**config.mk**
```make
export PLATFORM = sky130hd
export DESIGN_NAME = demux_1ton_stream
export DESIGN_NICKNAME = d
export VERILOG_FILES = /design/src/rtl/demux_1ton_stream.sv
export SDC_FILE = /design/constraint.sdc
export NUM_CORES = 1
export LEC_CHECK = 0
export CORE_AREA = 4 4 95 97
export CTS_BUF_LIST = sky130_fd_sc_hd__clkbuf_2
export DETAILED_ROUTE_END_ITERATION = 10
export DIE_AREA = 0 0 99 101
export DONT_BUFFER_PORTS = 1
export GPL_ROUTABILITY_DRIVEN = 0
export GPL_TIMING_DRIVEN = 1
export PLACE_DENSITY = 0.66
export SLEW_MARGIN = 15
export SYNTH_ARGS = -nofsm -noshare
export SYNTH_HDL_FRONTEND = slang
export SYNTH_SLANG_ARGS = --single-unit
```
**constraint.sdc**
```tcl
create_clock -name clk -period 2.1 [get_ports clk]
set_input_delay 0.42 -clock clk [delete_from_list [all_inputs] [get_ports clk]]
set_output_delay 0.42 -clock clk [all_outputs]
set_load 0.03 [all_outputs]
```
**src/rtl/demux_1ton_stream.sv**
```systemverilog
// 1-to-N stream demultiplexer with one output register per channel, unicast or
// all-or-nothing broadcast, and a free-running completed-transfer counter per channel.
module demux_1ton_stream #(
   parameter int WIDTH  = 8,
   parameter int NUM_CH = 4,
   parameter int SEL_W  = $clog2(NUM_CH),
   parameter int CNT_W  = 16
) (
   input  logic                    clk,
   input  logic                    rst_n,
   input  logic                    in_valid,
   output logic                    in_ready,
   input  logic [WIDTH-1:0]        in_data,
   input  logic [SEL_W-1:0]        in_sel,
   input  logic                    in_bcast,
   output logic [NUM_CH-1:0]       out_valid,
   input  logic [NUM_CH-1:0]       out_ready,
   output logic [NUM_CH*WIDTH-1:0] out_data,
   output logic [NUM_CH*CNT_W-1:0] xfer_cnt
);

   logic [NUM_CH-1:0]       valid_q, valid_d;
   logic [NUM_CH*WIDTH-1:0] data_q, data_d;
   logic [NUM_CH*CNT_W-1:0] cnt_q, cnt_d;
   logic [NUM_CH-1:0]       free;
   logic [NUM_CH-1:0]       load;
   logic [NUM_CH-1:0]       out_xfer;
   logic                    in_xfer;

   assign free     = ~valid_q | out_ready;
   assign out_xfer = valid_q & out_ready;

   // Broadcast needs every channel free so a word is never delivered to only some of them.
   assign in_ready = rst_n & (in_bcast ? (&free) : free[in_sel]);
   assign in_xfer  = in_valid & in_ready;

   always_comb begin
      load    = '0;
      valid_d = valid_q;
      data_d  = data_q;
      cnt_d   = cnt_q;
      for (int i = 0; i < NUM_CH; i++) begin
         load[i] = in_xfer & (in_bcast | (in_sel == SEL_W'(i)));
         if (load[i]) begin
            valid_d[i]                 = 1'b1;
            data_d[i*WIDTH +: WIDTH]   = in_data;
         end else if (out_xfer[i]) begin
            valid_d[i]                 = 1'b0;
         end
         if (out_xfer[i]) begin
            cnt_d[i*CNT_W +: CNT_W]    = cnt_q[i*CNT_W +: CNT_W] + CNT_W'(1);
         end
      end
   end

   always_ff @(posedge clk) begin
      if (!rst_n) begin
         valid_q <= '0;
         data_q  <= '0;
         cnt_q   <= '0;
      end else begin
         valid_q <= valid_d;
         data_q  <= data_d;
         cnt_q   <= cnt_d;
      end
   end

   assign out_valid = valid_q;
   assign out_data  = data_q;
   assign xfer_cnt  = cnt_q;

endmodule

```
**Word level (Yosys, flattened, before mapping)**

Index checks and enable logic that the tools add are counted.

- Add/sub/neg operators: 4
- Equal/unequal tests: 3
- Order comparisons: 1
- Bitwise gates (word level): 13
- Reductions and logical operators: 6
- Mux-type cells: 11

Operators by type and width:

| cell | count |
|---|---|
| $add A16 B1 Y16 const B | 4 |
| $mux W1 | 10 |
| $reduce_bool A2 Y1 | 4 |
| $and A1 B1 Y1 | 6 |
| $and A4 B4 Y4 | 1 |
| $eq A2 B2 Y1 const B | 2 |
| $not A4 Y4 | 1 |
| $or A1 B1 Y1 | 4 |
| $or A4 B4 Y4 | 1 |
| $reduce_and A4 Y1 | 1 |
| $lt A2 B3 Y1 const B | 1 |
| $bmux W1 S2 | 1 |
| $eq A2 B1 Y1 const B | 1 |
| $logic_not A2 Y1 | 1 |

- Register bits: 100
- Logic and storage cells: 50
- Bits of input ports: 18
- Output and inout bits: 101

**Logic depth before layout (Yosys ltp)**

Gate-level depths: netlist of run 1.

- Depth in word-level cells: 9
- Gate-level depth with buffers: 6
- Gate-level depth less buffers: 6

**Worst setup path after synthesis of run 1**

OpenSTA, ideal clock, no wires.

- Kind: register to register
- From: register cnt_q[32], in the netlist xfer_cnt[32]
- To: register cnt_q[46], in the netlist xfer_cnt[46]
- Setup time: 0.115 ns
- Buffers on the path: 0
- Period minus slack after synthesis: 1.815 ns
- Arrival time: 1.700 ns
- Cell stages (with the launch flop): 7
- Path slack: 0.285 ns
- Required time: 1.985 ns
- Cells stage by stage: dfxtp_1 > ha_1 > nand4_1 > nor4_2 > nand3_1 > xnor2_1 > and2_1

- Word-level cells in the longest chain between the ends: 1

RTL lines:

| item | RTL line | source |
|---|---|---|
| start, declared | 24 | `logic [NUM_CH*CNT_W-1:0] cnt_q, cnt_d;` |
| start signal, assigned | 64 | `cnt_q <= cnt_d;` |
| $add A16 B1 Y16 | 51 | `cnt_d[i*CNT_W +: CNT_W] = cnt_q[i*CNT_W +: CNT_W] + CNT_W'(1);` |

Every way passes these cells.
A chain may end at the register's enable or synchronous reset.

**Worst setup path after layout of run 1**

- From: register valid_q[1], in the netlist out_valid[1]
- To: output in_ready

- Word-level cells in the longest chain between the ends: 6
- Elaborated cells on any way between the ends: 7
- Classes of those cells: 3 x mux; 3 x bitwise; 1 x reduce/logical

RTL lines:

| item | RTL line | source |
|---|---|---|
| start, declared | 22 | `logic [NUM_CH-1:0] valid_q, valid_d;` |
| start signal, assigned | 62 | `valid_q <= valid_d;` |
| $not A4 Y4 * | 30 | `assign free = ~valid_q \| out_ready;` |
| $or A4 B4 Y4 * | 30 |  |
| $bmux W1 S2 | 34 | `assign in_ready = rst_n & (in_bcast ? (&free) : free[in_sel]);` |
| $mux W1 (implied by the code) | 34 |  |
| $mux W1 * | 34 |  |
| $and A1 B1 Y1 * | 34 |  |
| end, declared | 12 | `output logic in_ready,` |

Every way passes the cells marked *; elsewhere a longest branch is shown, timed or not. The select of a mux whose other input is x is not followed.

==> out/metrics.cfg, run 1 <==
[pwr]
p_sw_uw=839.7
leakagePower_nw=2.002
comb_power_share=0.064
ir_drop_mv=0.3251
swShare=0.2775
p_clk_frac=0.269
powerDensity_nw_per_um2=594.9
seqPwrFrac=0.666
internal_power_mw=2.186

[setup_path]
cp_max_fo=6
critPathLaunchType=register
path_class=register to output pin
r2r_start=xfer_cnt[32]
required_ps=1680
critPathLaunch=out_valid[1]
worstSetupEndpointType=output pin
worstPathArrival_ps=1580

[yosys]
ys_seq_area_frac=0.4591
ys_ff_latch=100
yosysUniqueCellTypes=37
synthCells=463
synth_nets=485
yosys_warnings=0
synthesis.area_um2=4360
syn_avg_cell_area_um2=9.418

[clock_tree]
clock-sinks=100
htree_levels=3
clock_path_buffers=2
cts_root_buf=clkbuf_2
cts_tree=built
cts_made_buffers=9
clk_transition_reported_paths_ps=290
insertion_delay_ps=550

[placement]
place_area_um2=4847
hpwl_um=6492
dp_cells=606
port_buffers=0
post-place-ws_ps=346.9

[floorplan]
coreArea_um2=8134
dieHeight_um=101
die-width_um=99
dieArea_um2=9999
pin_count=119
start_util=0.5361
rows=33

[route]
routed_wl_um=9362
wl_per_cell_um=14.81
drcViolationCount=0
vias=3309
ant_nets=0
via_per_inst=5.236
drt_iter0_drc=65
firstDrtPassIters=5

[cells_and_area]
final_cells=632
final_common_cell=dfxtp_1
design_area_um2=5086
final_cell_mix=96 x dfxtp_1, 68 x nand2_1, 64 x buf_4, 48 x and2_1, 35 x xnor2_1
antenna_cells=0
fin_nets=544
drive_above_1_share=0.2011
syn2layout_area_growth_pct=16.64
nFillCells=698

[status]
outcome=complete, no violations

[sta]
relSlewSlack=0.6902
timing.hold.ws_ps=52.60
timing.fmax_mhz=500.9
skew_ps=27.47
worst_pin_slew_ps=460.8
hold_violations=0
setup_viol=0
fin_crit_sh=0.9506
report.final.slew_viol_count=0
layout_min_cycle_time_ps=1996
rsz0062_at_grt=true
finalWorstSetupSlack_ps=103.8

[min_path]
min_from=out_ready[3]
min_path_type=input port to register

[global_route]
grtUsageTotal=0.1841
antenna_found_initial=0
overflow=0
grt_pass1_wl_um=15020
grt_pass1_vias=3164
grt_max_degree=99

[flow_run]
cap_violations=0

## through the flow
step	utilization	TNS (ps)	total power, mW
global placement	0.5959	0	2.194
finish	0.6253	0	3.026
CTS	0.6202	0	3.059
global route	0.6253	-13.32	3.162
detailed placement	0.5959	0	2.198
floorplan	-	0	2.173
## per-layer routing
layer | track usage | vias to the layer above | routed length [um]
met4 | 0.06933 | 0 | 134
met2 | 0.2820 | 93 | 4234
met5 | 0 | - | 0
met1 | 0.2356 | 1540 | 4091
met3 | 0.07059 | 11 | 902
li1 | - | 1665 | -
## logic make-up (layout without fill, tap and decap cells)
kind of cell	count (synthesis)	in the layout	synth area share
fa+ha+maj	4	4	0.01148
compound gates	30	30	0.04620
mux	32	32	0.07346
buf+inv	34	98	0.03529
xor+xnor	52	52	0.1044
simple gates	211	211	0.2700
flops	100	100	0.4591
## synth_stat cells (all sizes together)
cell | n | area [um2]
dfxtp | 100 | 2002
nand2 | 69 | 259.0
and2 | 48 | 300.3
xnor2 | 35 | 306.5
mux2i | 32 | 320.3
nand3 | 21 | 115.1
xor2 | 17 | 148.9
nand4 | 15 | 100.1
nor3 | 15 | 95.09
inv | 12 | 45.04
o21ai | 12 | 60.05
a21boi | 11 | 82.58
clkbuf | 11 | 41.29
nor2b | 11 | 68.82
buf | 9 | 60.06
or3 | 9 | 56.30
and3 | 7 | 43.79
nor2 | 6 | 22.52
nor4 | 5 | 80.08
ha | 4 | 50.05
o21a | 4 | 30.03
clkinv | 2 | 7.510
or2 | 2 | 12.51
a21oi | 1 | 5.000
and4 | 1 | 8.760
nand2b | 1 | 6.260
nor4b | 1 | 8.760
o21bai | 1 | 7.510
o311ai | 1 | 16.27
## worst paths after layout
check                      end  slack [ps]  cells after the start
setup / recovery      in_ready         100                      5
hold reg to reg   xfer_cnt[17]         510                      2
hold / removal    xfer_cnt[49]          50                      3
setup reg to reg  xfer_cnt[46]         390                      6
## worst max-delay path, stage by stage, from the launching register on
cell      delay (ps)
dfxtp_4          420
nor2b_4          130
o21ai_2           70
o311ai_4         130
nor2_1           120
buf_4            170
## flip-flops by register name (all words and copies together), names as in the netlist
name,flops
out_data,32
out_valid,4
xfer_cnt,64
## cell type report
type                       count  area, um2  area share
inverter                      14      52.55     0.01033
multi-input combinational    329       2257      0.4438
timing repair buffer          68      538.0      0.1058
sequential                   100       2012      0.3956
tap                          105      131.4     0.02583
clock inverter                 7      50.05    0.009840
clock buffer                   9      45.04    0.008856
## timing repair
item,4_1_cts,5_1_grt
hold endpoints to repair,98,0
setup buffers,2,4
resized for setup,10,3
pin swaps,1,3
endpoints found under the setup margin,1,1
hold buffers,4,0
## power by group through the flow
stage | clock network, mW | registers [mW] | logic (mW)
after floorplan | 0 | 2.06 | 0.114
after global placement | 0 | 2.05 | 0.142
after detailed placement | 0 | 2.05 | 0.146
after CTS | 0.851 | 2.02 | 0.191
after global routing | 0.926 | 2.02 | 0.212
final | 0.815 | 2.02 | 0.195
Note: power is estimated with default switching activity, not from simulation.
==> run 2: changes to the inputs <==
--- a/config.mk
+++ b/config.mk
@@ -5,10 +5,10 @@
 export SDC_FILE = /design/constraint.sdc
 export NUM_CORES = 1
 export LEC_CHECK = 0
-export CORE_AREA = 4 4 95 97
-export CTS_BUF_LIST = sky130_fd_sc_hd__clkbuf_2
+export CORE_AREA = 2 2 93 95
+export CTS_BUF_LIST = sky130_fd_sc_hd__clkbuf_8
 export DETAILED_ROUTE_END_ITERATION = 10
-export DIE_AREA = 0 0 99 101
+export DIE_AREA = 0 0 95 97
 export DONT_BUFFER_PORTS = 1
 export GPL_ROUTABILITY_DRIVEN = 0
 export GPL_TIMING_DRIVEN = 1
==> out/metrics.cfg, run 2 (synthesized netlist as in run 1, its figures left out) <==
[status]
outcome=complete, no violations  ; unchanged

[route]
drt_iter0_drc=47  ; was 65
wl_per_cell_um=14.29  ; was 14.81 um
ant_nets=0  ; unchanged
routed_wl_um=8861  ; was 9362 um
vias=3251  ; was 3309
firstDrtPassIters=4  ; was 5
via_per_inst=5.244  ; was 5.236
drcViolationCount=0  ; unchanged

[cells_and_area]
final_common_cell=dfxtp_1  ; unchanged
antenna_cells=0  ; unchanged
fin_nets=532  ; was 544
final_cell_mix=99 x dfxtp_1, 68 x nand2_1, 56 x buf_4, 48 x and2_1, 35 x xnor2_1  ; was 96 x dfxtp_1, 68 x nand2_1, 64 x buf_4, 48 x and2_1, 35 x xnor2_1
final_cells=620  ; was 632
largest_reg_flops=64  ; unchanged
drive_above_1_share=0.1786  ; was 0.2011
syn2layout_area_growth_pct=16.33  ; was 16.64%

[pwr]
internal_power_mw=2.699  ; was 2.186 mW
p_sw_uw=810.1  ; was 839.7 uW
power.total_mw=3.510  ; was 3.026 mW
comb_power_share=0.042  ; was 0.064
seqPwrFrac=0.572  ; was 0.666
ir_drop_mv=0.3907  ; was 0.3251 mV
powerDensity_nw_per_um2=691.9  ; was 594.9 nW/um2
leakagePower_nw=1.985  ; was 2.002 nW
swShare=0.2308  ; was 0.2775
p_clk_frac=0.386  ; was 0.269

[sta]
layout_min_cycle_time_ps=1926  ; was 1996 ps
setup_tns_ps=0  ; unchanged
hold_violations=0  ; unchanged
setup_viol=0  ; unchanged
skew_ps=13.52  ; was 27.47 ps
report.final.slew_viol_count=0  ; unchanged
rsz0062_at_grt=false  ; was true
relSlewSlack=0.7100  ; was 0.6902
timing.fmax_mhz=519.2  ; was 500.9 MHz
timing.hold.ws_ps=184.7  ; was 52.60 ps
worst_pin_slew_ps=434.4  ; was 460.8 ps
fin_crit_sh=0.9172  ; was 0.9506

[setup_path]
critPathLaunch=out_valid[3]  ; was out_valid[1]
slowest_delay_ps=430  ; was 420 ps
cp_cell_sequence=inv_1 -> o311ai_4 -> nor2_1 -> buf_4  ; was nor2b_4 -> o21ai_2 -> o311ai_4 -> nor2_1 -> buf_4
worstPathArrival_ps=1510  ; was 1580 ps
cp_top_family=compound AO/OA/AOI/OAI gates  ; was flip-flops
r2r_cells=5  ; was 6
worstSetupEndpointType=output pin  ; unchanged
required_ps=1680  ; about the same
critPathLaunchType=register  ; unchanged
path_class=register to output pin  ; unchanged
r2r_start=xfer_cnt[22]  ; was xfer_cnt[32]
critPathSlowestCell=o311ai_4  ; was dfxtp_4
cp_max_fo=5  ; was 6
rrSetupSlack_ps=400  ; was 390 ps
crit_buf_inv=2  ; was 1
r2r_end=xfer_cnt[27]  ; was xfer_cnt[46]

[clock_tree]
ctsHoldBuffers=0  ; was 4
clock_path_buffers=2  ; unchanged
clk_transition_reported_paths_ps=100  ; was 290 ps
cts_tree=built  ; unchanged
insertion_delay_ps=350  ; was 550 ps
clock-sinks=100  ; unchanged
cts_root_buf=clkbuf_8  ; was clkbuf_2
htree_levels=3  ; unchanged
cts_made_buffers=9  ; unchanged

[floorplan]
coreArea_um2=8134  ; unchanged
dieArea_um2=9215  ; was 9999 um2
pin_count=119  ; unchanged
start_util=0.5361  ; unchanged
rows=33  ; unchanged
die-width_um=95  ; was 99 um
dieHeight_um=97  ; was 101 um

[global_route]
overflow=0  ; unchanged
antenna_found_initial=0  ; unchanged
grt_max_degree=111  ; was 99
grt_pass1_wl_um=14650  ; was 15020 um
grt_pass1_vias=3196  ; was 3164
grtUsageTotal=0.1952  ; was 0.1841

[placement]
hpwl_um=6305  ; was 6492 um
port_buffers=0  ; unchanged
dp_cells=604  ; was 606

[min_path]
min_from=rst_n  ; was out_ready[3]
min_to=xfer_cnt[48]  ; was xfer_cnt[49]
holdPathStages=1  ; was 3
min_path_type=input port to register  ; unchanged

[flow_run]
cap_violations=0  ; unchanged

-- run 2: worst max path at each step --
stage,to,slack (ps),depth (start not counted)
after floorplan,xfer_cnt[46],280,6
after global placement,out_data[21],420,6
after CTS,in_ready,30,4
final,in_ready,170,4
after global routing,in_ready,40,5
after detailed placement,out_data[27],370,6
-- run 2: worst reg2reg max path, delay by kind of cell (launching register included) --
family / cells / cell delay (ps)
AND/OR/NAND/NOR: 4 / 910
flip-flops: 1 / 550
XOR/XNOR: 1 / 150
-- run 2: final cells by class --
cell class	count	area (um2)
timing repair buffer	56	420.4
clock inverter	6	88.84
fill	686	3062
inverter	14	52.55
sequential	100	2003
multi-input combinational	329	2238
tap	105	131.4
clock buffer	10	137.6
-- run 2: per-layer routing --
layer,track usage,part of all wire
met1,0.2328,0.44
met2,0.3230,0.47
met3,0.06931,0.080
met4,0.06577,0.0084
met5,0,0
-- run 2: timing repair --
item | CTS | global route
gates resized for setup | 0 | 3
setup endpoints to repair | 0 | 1
buffers inserted | 0 | 0
-- run 2: power by group through the flow --
stage / Combinational (mW) / Clock (mW) / Sequential, mW
4_1_cts: 0.147 / 1.39 / 2.01
3_3_place_gp: 0.143 / 0 / 2.05
3_5_place_dp: 0.147 / 0 / 2.05
5_1_grt: 0.161 / 1.47 / 2.01
6_report: 0.147 / 1.36 / 2.01
2_1_floorplan: 0.114 / 0 / 2.06
-- run 2: metrics by stage --
stage / worst slack (ps) / utilization / cell area, um2
after detailed placement: 371.8 / 0.5941 / 4832
after global routing: 39.83 / 0.6236 / 5072
after floorplan: 284.7 / - / 4360
after global placement: 419.5 / 0.5941 / 4832
final: 173.8 / 0.6236 / 5072
after CTS: 26.61 / 0.6219 / 5059
==> run 3: changes to the inputs <==
--- a/config.mk
+++ b/config.mk
@@ -12,7 +12,7 @@
 export DONT_BUFFER_PORTS = 1
 export GPL_ROUTABILITY_DRIVEN = 0
 export GPL_TIMING_DRIVEN = 1
-export PLACE_DENSITY = 0.66
+export PLACE_DENSITY_LB_ADDON = 0.15
 export SLEW_MARGIN = 15
 export SYNTH_ARGS = -nofsm -noshare
 export SYNTH_HDL_FRONTEND = slang
==> out/metrics.cfg, run 3 (synthesized netlist as in run 1, its figures left out) <==
[pwr]
ir_drop_mv=0.3424  ; was 0.3907 mV
power.total_mw=3.452  ; was 3.510 mW
powerDensity_nw_per_um2=683.7  ; was 691.9 nW/um2
leakagePower_nw=1.978  ; was 1.985 nW

[clock_tree]
clk_transition_reported_paths_ps=100  ; about the same
cts_tree=built  ; unchanged
cts_root_buf=clkbuf_8  ; unchanged
htree_levels=3  ; unchanged
cts_made_buffers=9  ; unchanged
insertion_delay_ps=360  ; was 350 ps
clock-sinks=100  ; unchanged
clock_path_buffers=2  ; unchanged

[global_route]
antenna_found_initial=0  ; unchanged
grt_pass1_wl_um=14640  ; was 14650 um
grt_pass1_vias=3205  ; was 3196
overflow=0  ; unchanged
grtUsageTotal=0.1977  ; was 0.1952
grt_max_degree=111  ; unchanged

[min_path]
min_path_type=input port to register  ; unchanged
min_from=rst_n  ; unchanged
min_to=xfer_cnt[48]  ; unchanged
holdPathStages=1  ; unchanged

[placement]
hpwl_um=6166  ; was 6305 um
port_buffers=0  ; unchanged
dp_cells=604  ; unchanged
place_area_um2=4832  ; unchanged

[flow_run]
cap_violations=0  ; unchanged

[floorplan]
dieArea_um2=9215  ; unchanged
rows=33  ; unchanged
coreArea_um2=8134  ; unchanged
die-width_um=95  ; unchanged
start_util=0.5361  ; unchanged
pin_count=119  ; unchanged
dieHeight_um=97  ; unchanged

[route]
via_per_inst=5.205  ; was 5.244
ant_nets=0  ; unchanged
wl_per_cell_um=14.21  ; was 14.29 um
drcViolationCount=0  ; unchanged
vias=3222  ; was 3251
drt_iter0_drc=87  ; was 47
routed_wl_um=8795  ; was 8861 um
firstDrtPassIters=4  ; unchanged

[cells_and_area]
largest_reg_flops=64  ; unchanged
nFillCells=706  ; was 686
antenna_cells=0  ; unchanged
final_common_cell=dfxtp_1  ; unchanged
fin_util=0.6208  ; was 0.6236
fin_nets=532  ; unchanged
final_cells=619  ; was 620
final_cell_mix=98 x dfxtp_1, 69 x nand2_1, 56 x buf_4, 48 x and2_1, 35 x xnor2_1  ; was 99 x dfxtp_1, 68 x nand2_1, 56 x buf_4, 48 x and2_1, 35 x xnor2_1
syn2layout_area_growth_pct=15.81  ; was 16.33%
drive_above_1_share=0.1770  ; was 0.1786
design_area_um2=5050  ; was 5072 um2

[status]
outcome=complete, no violations  ; unchanged

[setup_path]
required_ps=1680  ; about the same
critPathLaunchType=register  ; unchanged
r2r_cells=6  ; was 5
worstSetupEndpointType=output pin  ; unchanged
rrSetupSlack_ps=400  ; about the same
cp_max_fo=7  ; was 5
worstPathArrival_ps=1510  ; about the same
r2r_end=xfer_cnt[46]  ; was xfer_cnt[27]
r2r_start=xfer_cnt[32]  ; was xfer_cnt[22]
path_class=register to output pin  ; unchanged

[sta]
setup_viol=0  ; unchanged
hold_violations=0  ; unchanged
setup_tns_ps=0  ; unchanged
fin_crit_sh=0.9181  ; was 0.9172
timing.fmax_mhz=518.7  ; was 519.2 MHz
layout_min_cycle_time_ps=1928  ; was 1926 ps
relSlewSlack=0.6878  ; was 0.7100
worst_pin_slew_ps=464.4  ; was 434.4 ps
skew_ps=10.59  ; was 13.52 ps
report.final.slew_viol_count=0  ; unchanged
rsz0062_at_grt=false  ; unchanged

-- run 3: changes by cell type in the layout (fill, tap and decap cells not counted) --
cell / before / now
nand2_1: 68 / 69
dfxtp_1: 99 / 98
clkbuf_8: 10 / 9
clkinv_2: 0 / 2
dfxtp_2: 1 / 2
nand2_2: 1 / 0
clkinv_4: 2 / 0
-- run 3: final cells by class --
cell class | count | area [um2] | area share
clock inverters | 6 | 81.33 | 0.01611
well taps | 105 | 131.4 | 0.02602
multi-input cells | 329 | 2236 | 0.4428
inverters | 14 | 52.55 | 0.01041
repair buffers | 56 | 420.4 | 0.08325
clock buffers | 9 | 123.9 | 0.02453
flip-flops and latches | 100 | 2004 | 0.3969
-- run 3: per-stage QoR --
step	setup WS [ps]	hold WS [ps]
global route	12.55	171.5
floorplan	284.7	581.4
CTS	43.34	161.1
finish	171.9	182.0
global placement	418.5	545.2
detailed placement	354.0	549.8
-- run 3: critical path: stages (launching register included) --
cell	delay, ps
dfxtp_2	390
nor2b_1	200
o21ai_1	130
o311ai_4	150
nor2_1	90
buf_4	180
-- run 3: repair_timing --
| action | in CTS | in global routing |
|---|---|---|
| resized for setup | 0 | 3 |
| hold buffers | 0 | 0 |
| setup endpoints to repair | 0 | 1 |
| setup buffers | 0 | 0 |
-- run 3: per-layer routing --
metal | up-vias | share of wire | GRT usage
met1 | 1485 | 0.45 | 0.2400
met3 | 12 | 0.084 | 0.07165
li1 | 1635 | - | -
met4 | 0 | 0.018 | 0.07692
met5 | - | 0 | 0
met2 | 90 | 0.44 | 0.3164
-- run 3: power breakdown --
| part | internal (mW) | total, mW | switching (mW) |
|---|---|---|---|
| logic | 0.0658 | 0.146 | 0.0801 |
| registers | 1.93 | 2.01 | 0.0784 |
| clock network | 0.657 | 1.30 | 0.642 |
-- run 3: how the worst max path moves through the flow --
stage	from	end	slack (ps)	cells after the start
6_report	out_valid[1]	in_ready	170	5
3_3_place_gp	in_sel[1]	in_ready	420	4
2_1_floorplan	xfer_cnt[32]	xfer_cnt[46]	280	6
3_5_place_dp	in_sel[1]	out_data[26]	350	5
4_1_cts	out_valid[3]	in_ready	40	4
5_1_grt	out_valid[1]	in_ready	10	5
